==> config.mk <==
export PLATFORM = sky130hd
export DESIGN_NAME = gemm_tile_sequencer
export DESIGN_NICKNAME = d
export VERILOG_FILES = /design/src/rtl/gemm_tile_sequencer.sv
export SDC_FILE = /design/constraint.sdc
export NUM_CORES = 1
export LEC_CHECK = 0
export BUFFER_PORTS_ARGS = -buffer_cell sky130_fd_sc_hd__buf_2
export CAP_MARGIN = 20
export CORE_MARGIN = 10
export CORE_UTILIZATION = 35
export CTS_CLUSTER_DIAMETER = 200
export DETAILED_ROUTE_END_ITERATION = 10
export GPL_TIMING_DRIVEN = 0
export SYNTH_ARGS = -nofsm -noshare
export SYNTH_HDL_FRONTEND = slang
export SYNTH_SLANG_ARGS = --single-unit
==> constraint.sdc <==
create_clock -name clk_i -period 14.5 [get_ports clk_i]
set_input_delay 2.175 -clock clk_i [delete_from_list [all_inputs] [get_ports clk_i]]
set_output_delay 2.175 -clock clk_i [all_outputs]
set_load 0.005 [all_outputs]
==> src/rtl/gemm_tile_sequencer.sv <==
// Walks the M/N/K tile loops of a tiled GEMM: issues A/B tile reads, waits for the datapath result, then issues the C tile write.
// Moore FSM with registered outputs; rd/wr requests use valid/ready, and stalled requests hold their fields until accepted.
module gemm_tile_sequencer #(
    parameter int AddrWidth  = 32,
    parameter int CntWidth   = 8,
    parameter int TileBytesA = 512,
    parameter int TileBytesB = 512,
    parameter int TileBytesC = 2048
) (
    input  logic                 clk_i,
    input  logic                 rst_i,
    input  logic                 cfg_valid_i,
    output logic                 cfg_ready_o,
    input  logic [CntWidth-1:0]  cfg_m_i,
    input  logic [CntWidth-1:0]  cfg_k_i,
    input  logic [CntWidth-1:0]  cfg_n_i,
    input  logic [AddrWidth-1:0] cfg_base_a_i,
    input  logic [AddrWidth-1:0] cfg_base_b_i,
    input  logic [AddrWidth-1:0] cfg_base_c_i,
    output logic                 rd_valid_o,
    input  logic                 rd_ready_i,
    output logic [AddrWidth-1:0] rd_addr_a_o,
    output logic [AddrWidth-1:0] rd_addr_b_o,
    output logic                 acc_first_o,
    output logic                 acc_last_o,
    input  logic                 res_valid_i,
    output logic                 wr_valid_o,
    input  logic                 wr_ready_i,
    output logic [AddrWidth-1:0] wr_addr_c_o,
    output logic                 busy_o,
    output logic                 done_o
);

    typedef enum logic [2:0] {
        ST_IDLE,
        ST_READ,
        ST_WAIT_RES,
        ST_WRITE,
        ST_DONE
    } state_e;

    localparam logic [AddrWidth-1:0] StrideA = AddrWidth'(TileBytesA);
    localparam logic [AddrWidth-1:0] StrideB = AddrWidth'(TileBytesB);
    localparam logic [AddrWidth-1:0] StrideC = AddrWidth'(TileBytesC);
    localparam logic [CntWidth-1:0]  CntOne  = CntWidth'(1);

    state_e                state_q, state_d;
    logic [CntWidth-1:0]   m_q, m_d, n_q, n_d, k_q, k_d;
    logic [CntWidth-1:0]   cfg_m_q, cfg_m_d, cfg_k_q, cfg_k_d, cfg_n_q, cfg_n_d;
    logic [AddrWidth-1:0]  base_a_q, base_a_d, base_b_q, base_b_d, base_c_q, base_c_d;

    logic                  cfg_ready_q, cfg_ready_d;
    logic                  rd_valid_q, rd_valid_d;
    logic [AddrWidth-1:0]  rd_addr_a_q, rd_addr_a_d, rd_addr_b_q, rd_addr_b_d;
    logic                  acc_first_q, acc_first_d, acc_last_q, acc_last_d;
    logic                  wr_valid_q, wr_valid_d;
    logic [AddrWidth-1:0]  wr_addr_c_q, wr_addr_c_d;
    logic                  busy_q, busy_d, done_q, done_d;

    // Tile index outer*count+inner, computed at double counter width, zero-extended.
    function automatic logic [AddrWidth-1:0] tile_idx(
        input logic [CntWidth-1:0] outer,
        input logic [CntWidth-1:0] count,
        input logic [CntWidth-1:0] inner
    );
        logic [2*CntWidth-1:0] idx;
        idx = {{CntWidth{1'b0}}, outer} * {{CntWidth{1'b0}}, count}
            + {{CntWidth{1'b0}}, inner};
        return AddrWidth'(idx);
    endfunction

    always_comb begin
        state_d  = state_q;
        m_d      = m_q;
        n_d      = n_q;
        k_d      = k_q;
        cfg_m_d  = cfg_m_q;
        cfg_k_d  = cfg_k_q;
        cfg_n_d  = cfg_n_q;
        base_a_d = base_a_q;
        base_b_d = base_b_q;
        base_c_d = base_c_q;

        unique case (state_q)
            ST_IDLE: begin
                if (cfg_valid_i && cfg_ready_q) begin
                    cfg_m_d  = cfg_m_i;
                    cfg_k_d  = cfg_k_i;
                    cfg_n_d  = cfg_n_i;
                    base_a_d = cfg_base_a_i;
                    base_b_d = cfg_base_b_i;
                    base_c_d = cfg_base_c_i;
                    m_d      = '0;
                    n_d      = '0;
                    k_d      = '0;
                    if (cfg_m_i == '0 || cfg_k_i == '0 || cfg_n_i == '0) begin
                        state_d = ST_DONE;
                    end else begin
                        state_d = ST_READ;
                    end
                end
            end
            ST_READ: begin
                if (rd_ready_i) begin
                    if (k_q != cfg_k_q - CntOne) begin
                        k_d = k_q + CntOne;
                    end else begin
                        k_d     = '0;
                        state_d = ST_WAIT_RES;
                    end
                end
            end
            ST_WAIT_RES: begin
                if (res_valid_i) begin
                    state_d = ST_WRITE;
                end
            end
            ST_WRITE: begin
                if (wr_ready_i) begin
                    state_d = ST_READ;
                    if (n_q != cfg_n_q - CntOne) begin
                        n_d = n_q + CntOne;
                    end else begin
                        n_d = '0;
                        if (m_q != cfg_m_q - CntOne) begin
                            m_d = m_q + CntOne;
                        end else begin
                            state_d = ST_DONE;
                        end
                    end
                end
            end
            ST_DONE: state_d = ST_IDLE;
            default: state_d = ST_IDLE;
        endcase

        // Outputs are decoded from the next state so they appear registered.
        rd_valid_d  = (state_d == ST_READ);
        rd_addr_a_d = '0;
        rd_addr_b_d = '0;
        acc_first_d = 1'b0;
        acc_last_d  = 1'b0;
        if (rd_valid_d) begin
            rd_addr_a_d = base_a_d + StrideA * tile_idx(m_d, cfg_k_d, k_d);
            rd_addr_b_d = base_b_d + StrideB * tile_idx(n_d, cfg_k_d, k_d);
            acc_first_d = (k_d == '0);
            acc_last_d  = (k_d == cfg_k_d - CntOne);
        end
        wr_valid_d  = (state_d == ST_WRITE);
        wr_addr_c_d = '0;
        if (wr_valid_d) begin
            wr_addr_c_d = base_c_d + StrideC * tile_idx(m_d, cfg_n_d, n_d);
        end
        cfg_ready_d = (state_d == ST_IDLE);
        busy_d      = (state_d != ST_IDLE);
        done_d      = (state_d == ST_DONE);
    end

    always_ff @(posedge clk_i) begin
        if (rst_i) begin
            state_q     <= ST_IDLE;
            m_q         <= '0;
            n_q         <= '0;
            k_q         <= '0;
            cfg_m_q     <= '0;
            cfg_k_q     <= '0;
            cfg_n_q     <= '0;
            base_a_q    <= '0;
            base_b_q    <= '0;
            base_c_q    <= '0;
            cfg_ready_q <= 1'b1;
            rd_valid_q  <= 1'b0;
            rd_addr_a_q <= '0;
            rd_addr_b_q <= '0;
            acc_first_q <= 1'b0;
            acc_last_q  <= 1'b0;
            wr_valid_q  <= 1'b0;
            wr_addr_c_q <= '0;
            busy_q      <= 1'b0;
            done_q      <= 1'b0;
        end else begin
            state_q     <= state_d;
            m_q         <= m_d;
            n_q         <= n_d;
            k_q         <= k_d;
            cfg_m_q     <= cfg_m_d;
            cfg_k_q     <= cfg_k_d;
            cfg_n_q     <= cfg_n_d;
            base_a_q    <= base_a_d;
            base_b_q    <= base_b_d;
            base_c_q    <= base_c_d;
            cfg_ready_q <= cfg_ready_d;
            rd_valid_q  <= rd_valid_d;
            rd_addr_a_q <= rd_addr_a_d;
            rd_addr_b_q <= rd_addr_b_d;
            acc_first_q <= acc_first_d;
            acc_last_q  <= acc_last_d;
            wr_valid_q  <= wr_valid_d;
            wr_addr_c_q <= wr_addr_c_d;
            busy_q      <= busy_d;
            done_q      <= done_d;
        end
    end

    assign cfg_ready_o = cfg_ready_q;
    assign rd_valid_o  = rd_valid_q;
    assign rd_addr_a_o = rd_addr_a_q;
    assign rd_addr_b_o = rd_addr_b_q;
    assign acc_first_o = acc_first_q;
    assign acc_last_o  = acc_last_q;
    assign wr_valid_o  = wr_valid_q;
    assign wr_addr_c_o = wr_addr_c_q;
    assign busy_o      = busy_q;
    assign done_o      = done_q;

endmodule

==> results by group <==
Outcome
  • Status: complete, no violations

Timing
  • Final Hold Fails: 0
  • Final Setup Violations: 0
  • Period utilisation layout: 0.752
  • Max Freq: 91.7 MHz
  • RSZ-0062 raised after global routing: no
  • Fin crit period: 10.90 ns
  • Slew headroom: 0.282
  • Fin Setup TNS: 0 ns
  • Max-slew violations: 0
  • Worst clock skew: 0.0227 ns
  • Worst Tran Pin Value: 1.07 ns

Critical path
  • FF-to-FF path depth: 31
  • Largest stage delay, worst path: 0.82 ns
  • R2r setup slk: 4.67 ns
  • CP max stage cell: buf_1
  • CP endpoint kind: flip-flop
  • CP arrival: 11.39 ns
  • Crit Path Class: in -> reg
  • Worst-path maximum fanout: 10
  • CP startpoint kind: primary input
  • Worst reg2reg path startpoint: state_q[1]
  • RR Endpoint: wr_addr_c_o[26]
  • Worst Path Required: 14.99 ns

Cells and area
  • Nets: 2,940
  • Count of non-filler cells in the finished layout: 3,224
  • Area grow syn2layout: 16.7%
  • Fill cells: 5,430
  • Layout cells sized above 1: 0.141
  • Final core utilization: 0.414
  • Commonest non-fill, non-tap cell in the layout: nor2_1
  • Commonest cells after routing, fill and taps aside: 375 x nor2_1, 262 x nand2_1, 258 x buf_2

Logic synthesis
  • Synth Flop Type: dfxtp_1
  • #FFs+latches synth: 250
  • Synth cell types: 81
  • Synth warn: 0
  • Synth Net Count: 2,677
  • Synthesized area per cell: 8.32 um^2
  • Post-Syn Instances: 2,248
  • Fraction of registers with async set/reset: 0
  • Share of the yosys chip area belonging to registers: 0.268
  • Post-synth top area cell: dfxtp_1
  • Share of the synthesized area in the top cell type: 0.268
  • Area contributors post-synth: dfxtp_1 27%, fa_1 14%, ha_1 11%
  • EDFF count, synth: 0
  • Post-synth design cell area: 18,700 um^2

Run
  • MaxCap Viol Count: 0

Global route
  • Total gr overflow: 0
  • Vias in the first global route: 16,700
  • Largest net degree at the start of global routing: 16
  • Total global-route track usage: 0.186
  • First-pass GRT wire length: 93.3 mm
  • Initial antenna violation count: 12

Clocking
  • Clock network latency to the later pin of the worst-skew pair: 0.60 ns
  • Post-CTS Setup Bufs: 0
  • Number of H-tree levels: 1
  • CTS tree: yes
  • CTS root buf: clkbuf_16
  • Hold buffers post-CTS: 0
  • Resized cells post-CTS: 0
  • CTS max path bufs: 3
  • Cts bufs inserted: 30
  • Clock transition at path regs: 0.06 ns
  • Clock Sinks: 250

Floorplan
  • Die H: 251 um
  • Die width: 251 um
  • Row cnt: 84
  • Die area: 63,100 um^2
  • Initial core utilization: 0.355
  • I/O pins: 229
  • Core ar.: 52,800 um^2

Min path
  • Worst hold path startpoint: base_c_q[18]
  • Hold Path End: base_c_q[18]
  • Hold Path Class: reg -> reg
  • Worst Hold Depth: 2

Pwr
  • Total power: 1.89 mW
  • Max VDD drop: 0.0908 mV
  • Leak: 10.7 nW
  • Power density over the cells: 86.4 nW/um^2

Drt
  • Detailed Routing Iterations Pass 1: 5
  • Starting DRT DRC Count: 851
  • Total number of vias: 16,400
  • DR vias/cell: 5.10
  • Number of remaining DRC errors: 0
  • Drt wl/cell: 18.7 um
  • Drt total wl: 60.2 mm
  • Post-route ant nets: 0

Place
  • Placed insts: 3,167
  • IO buf count: 228
  • Routability Congestion: 0.934
  • DP HPWL: 49.3 mm
[kinds of logic (layout without fill, tap and decap cells)]
family / count (synthesis) / count (layout) / synth area share
muxes: 70 / 70 / 0.0377
xor gates and xnor gates: 117 / 117 / 0.0548
other: 0 / 2 / 0
AOI/OAI and AO/OA: 320 / 320 / 0.111
buffers and inverters: 320 / 606 / 0.0675
DFF: 250 / 250 / 0.268
adders and majority gates: 303 / 303 / 0.257
and+or+nand+nor: 868 / 868 / 0.205
[cell usage after synthesis (43+ instances only)]
| cell | count |
|---|---|
| xor2_1 | 43 |
| dfxtp_1 | 250 |
| mux2i_1 | 66 |
| nand2_1 | 262 |
| ha_1 | 168 |
| o21ai_0 | 44 |
| nor2_1 | 376 |
| fa_1 | 135 |
| a21oi_1 | 126 |
| clkbuf_1 | 48 |
| xnor2_1 | 74 |
| inv_1 | 233 |
[metal layers]
layer  track usage  vias to the layer above  routed length (um)
met1         0.229                     7883               25900
met2         0.309                      470               27700
li1              -                     7933                   -
met3        0.0492                      135                4350
met5             0                        -                 120
met4        0.0646                       20                2060
[registers in the layout, indices dropped and copies added (netlist names)]
name,flops
base_c_q,32
wr_valid_o,1
state_q,3
cfg_k_q,8
m_q,8
wr_addr_c_o,32
done_o,1
acc_last_o,1
k_q,8
busy_o,1
cfg_m_q,8
base_b_q,32
rd_valid_o,1
base_a_q,32
rd_addr_a_o,32
acc_first_o,1
cfg_n_q,8
cfg_ready_o,1
rd_addr_b_o,32
n_q,8
[power by group]
group	switching (mW)	leakage (nW)	internal, mW	total [mW]
logic	0.215	8.11	0.114	0.329
registers	0.0155	2.04	0.722	0.738
clock network	0.327	0.525	0.492	0.819
[through the flow]
stage | setup slack (ns) | hold slack, ns | instance area [um^2]
4_1_cts | 3.65 | 0.464 | 21800
6_report | 3.60 | 0.463 | 21800
2_1_floorplan | 5.19 | 0.444 | 18700
5_1_grt | 2.95 | 0.474 | 21800
3_3_place_gp | 2.66 | 0.450 | 20700
3_5_place_dp | 3.07 | 0.455 | 20700
[worst max-delay path, delay by kind of cell]
family | cells | cell delay [ns]
adder cells (fa/ha/maj) | 6 | 2.52
AO/OA/AOI/OAI | 6 | 1.98
XOR/XNOR | 2 | 0.40
multiplexers | 1 | 0.32
buffers and inverters | 8 | 2.32
AND/OR/NAND/NOR | 8 | 1.65
[area by class of cell]
cell class / instances / area, um^2 / share of cell area
multi-input cells: 1678 / 12400 / 0.570
flip-flops and latches: 250 / 5000 / 0.229
repair buffers: 231 / 1170 / 0.0537
inverters: 235 / 882 / 0.0404
well taps: 688 / 861 / 0.0394
clock buffers: 36 / 813 / 0.0373
plain buffers: 85 / 380 / 0.0174
clock inverters: 19 / 263 / 0.0120
diodes: 2 / 5.00 / 0.000229
[worst max-delay path by stage]
stage                      from         endpoint  slack, ns  cells after the start
CTS                 cfg_valid_i  rd_addr_b_o[31]       3.65                     31
finish              cfg_valid_i  wr_addr_c_o[26]       3.60                     31
detailed placement  cfg_valid_i  wr_addr_c_o[26]       3.07                     31
global route        cfg_valid_i  wr_addr_c_o[26]       2.95                     32
floorplan           cfg_valid_i  rd_addr_a_o[28]       5.19                     32
global placement    cfg_valid_i  rd_addr_b_o[27]       2.66                     34
Note: power is estimated with default switching activity, not from simulation.
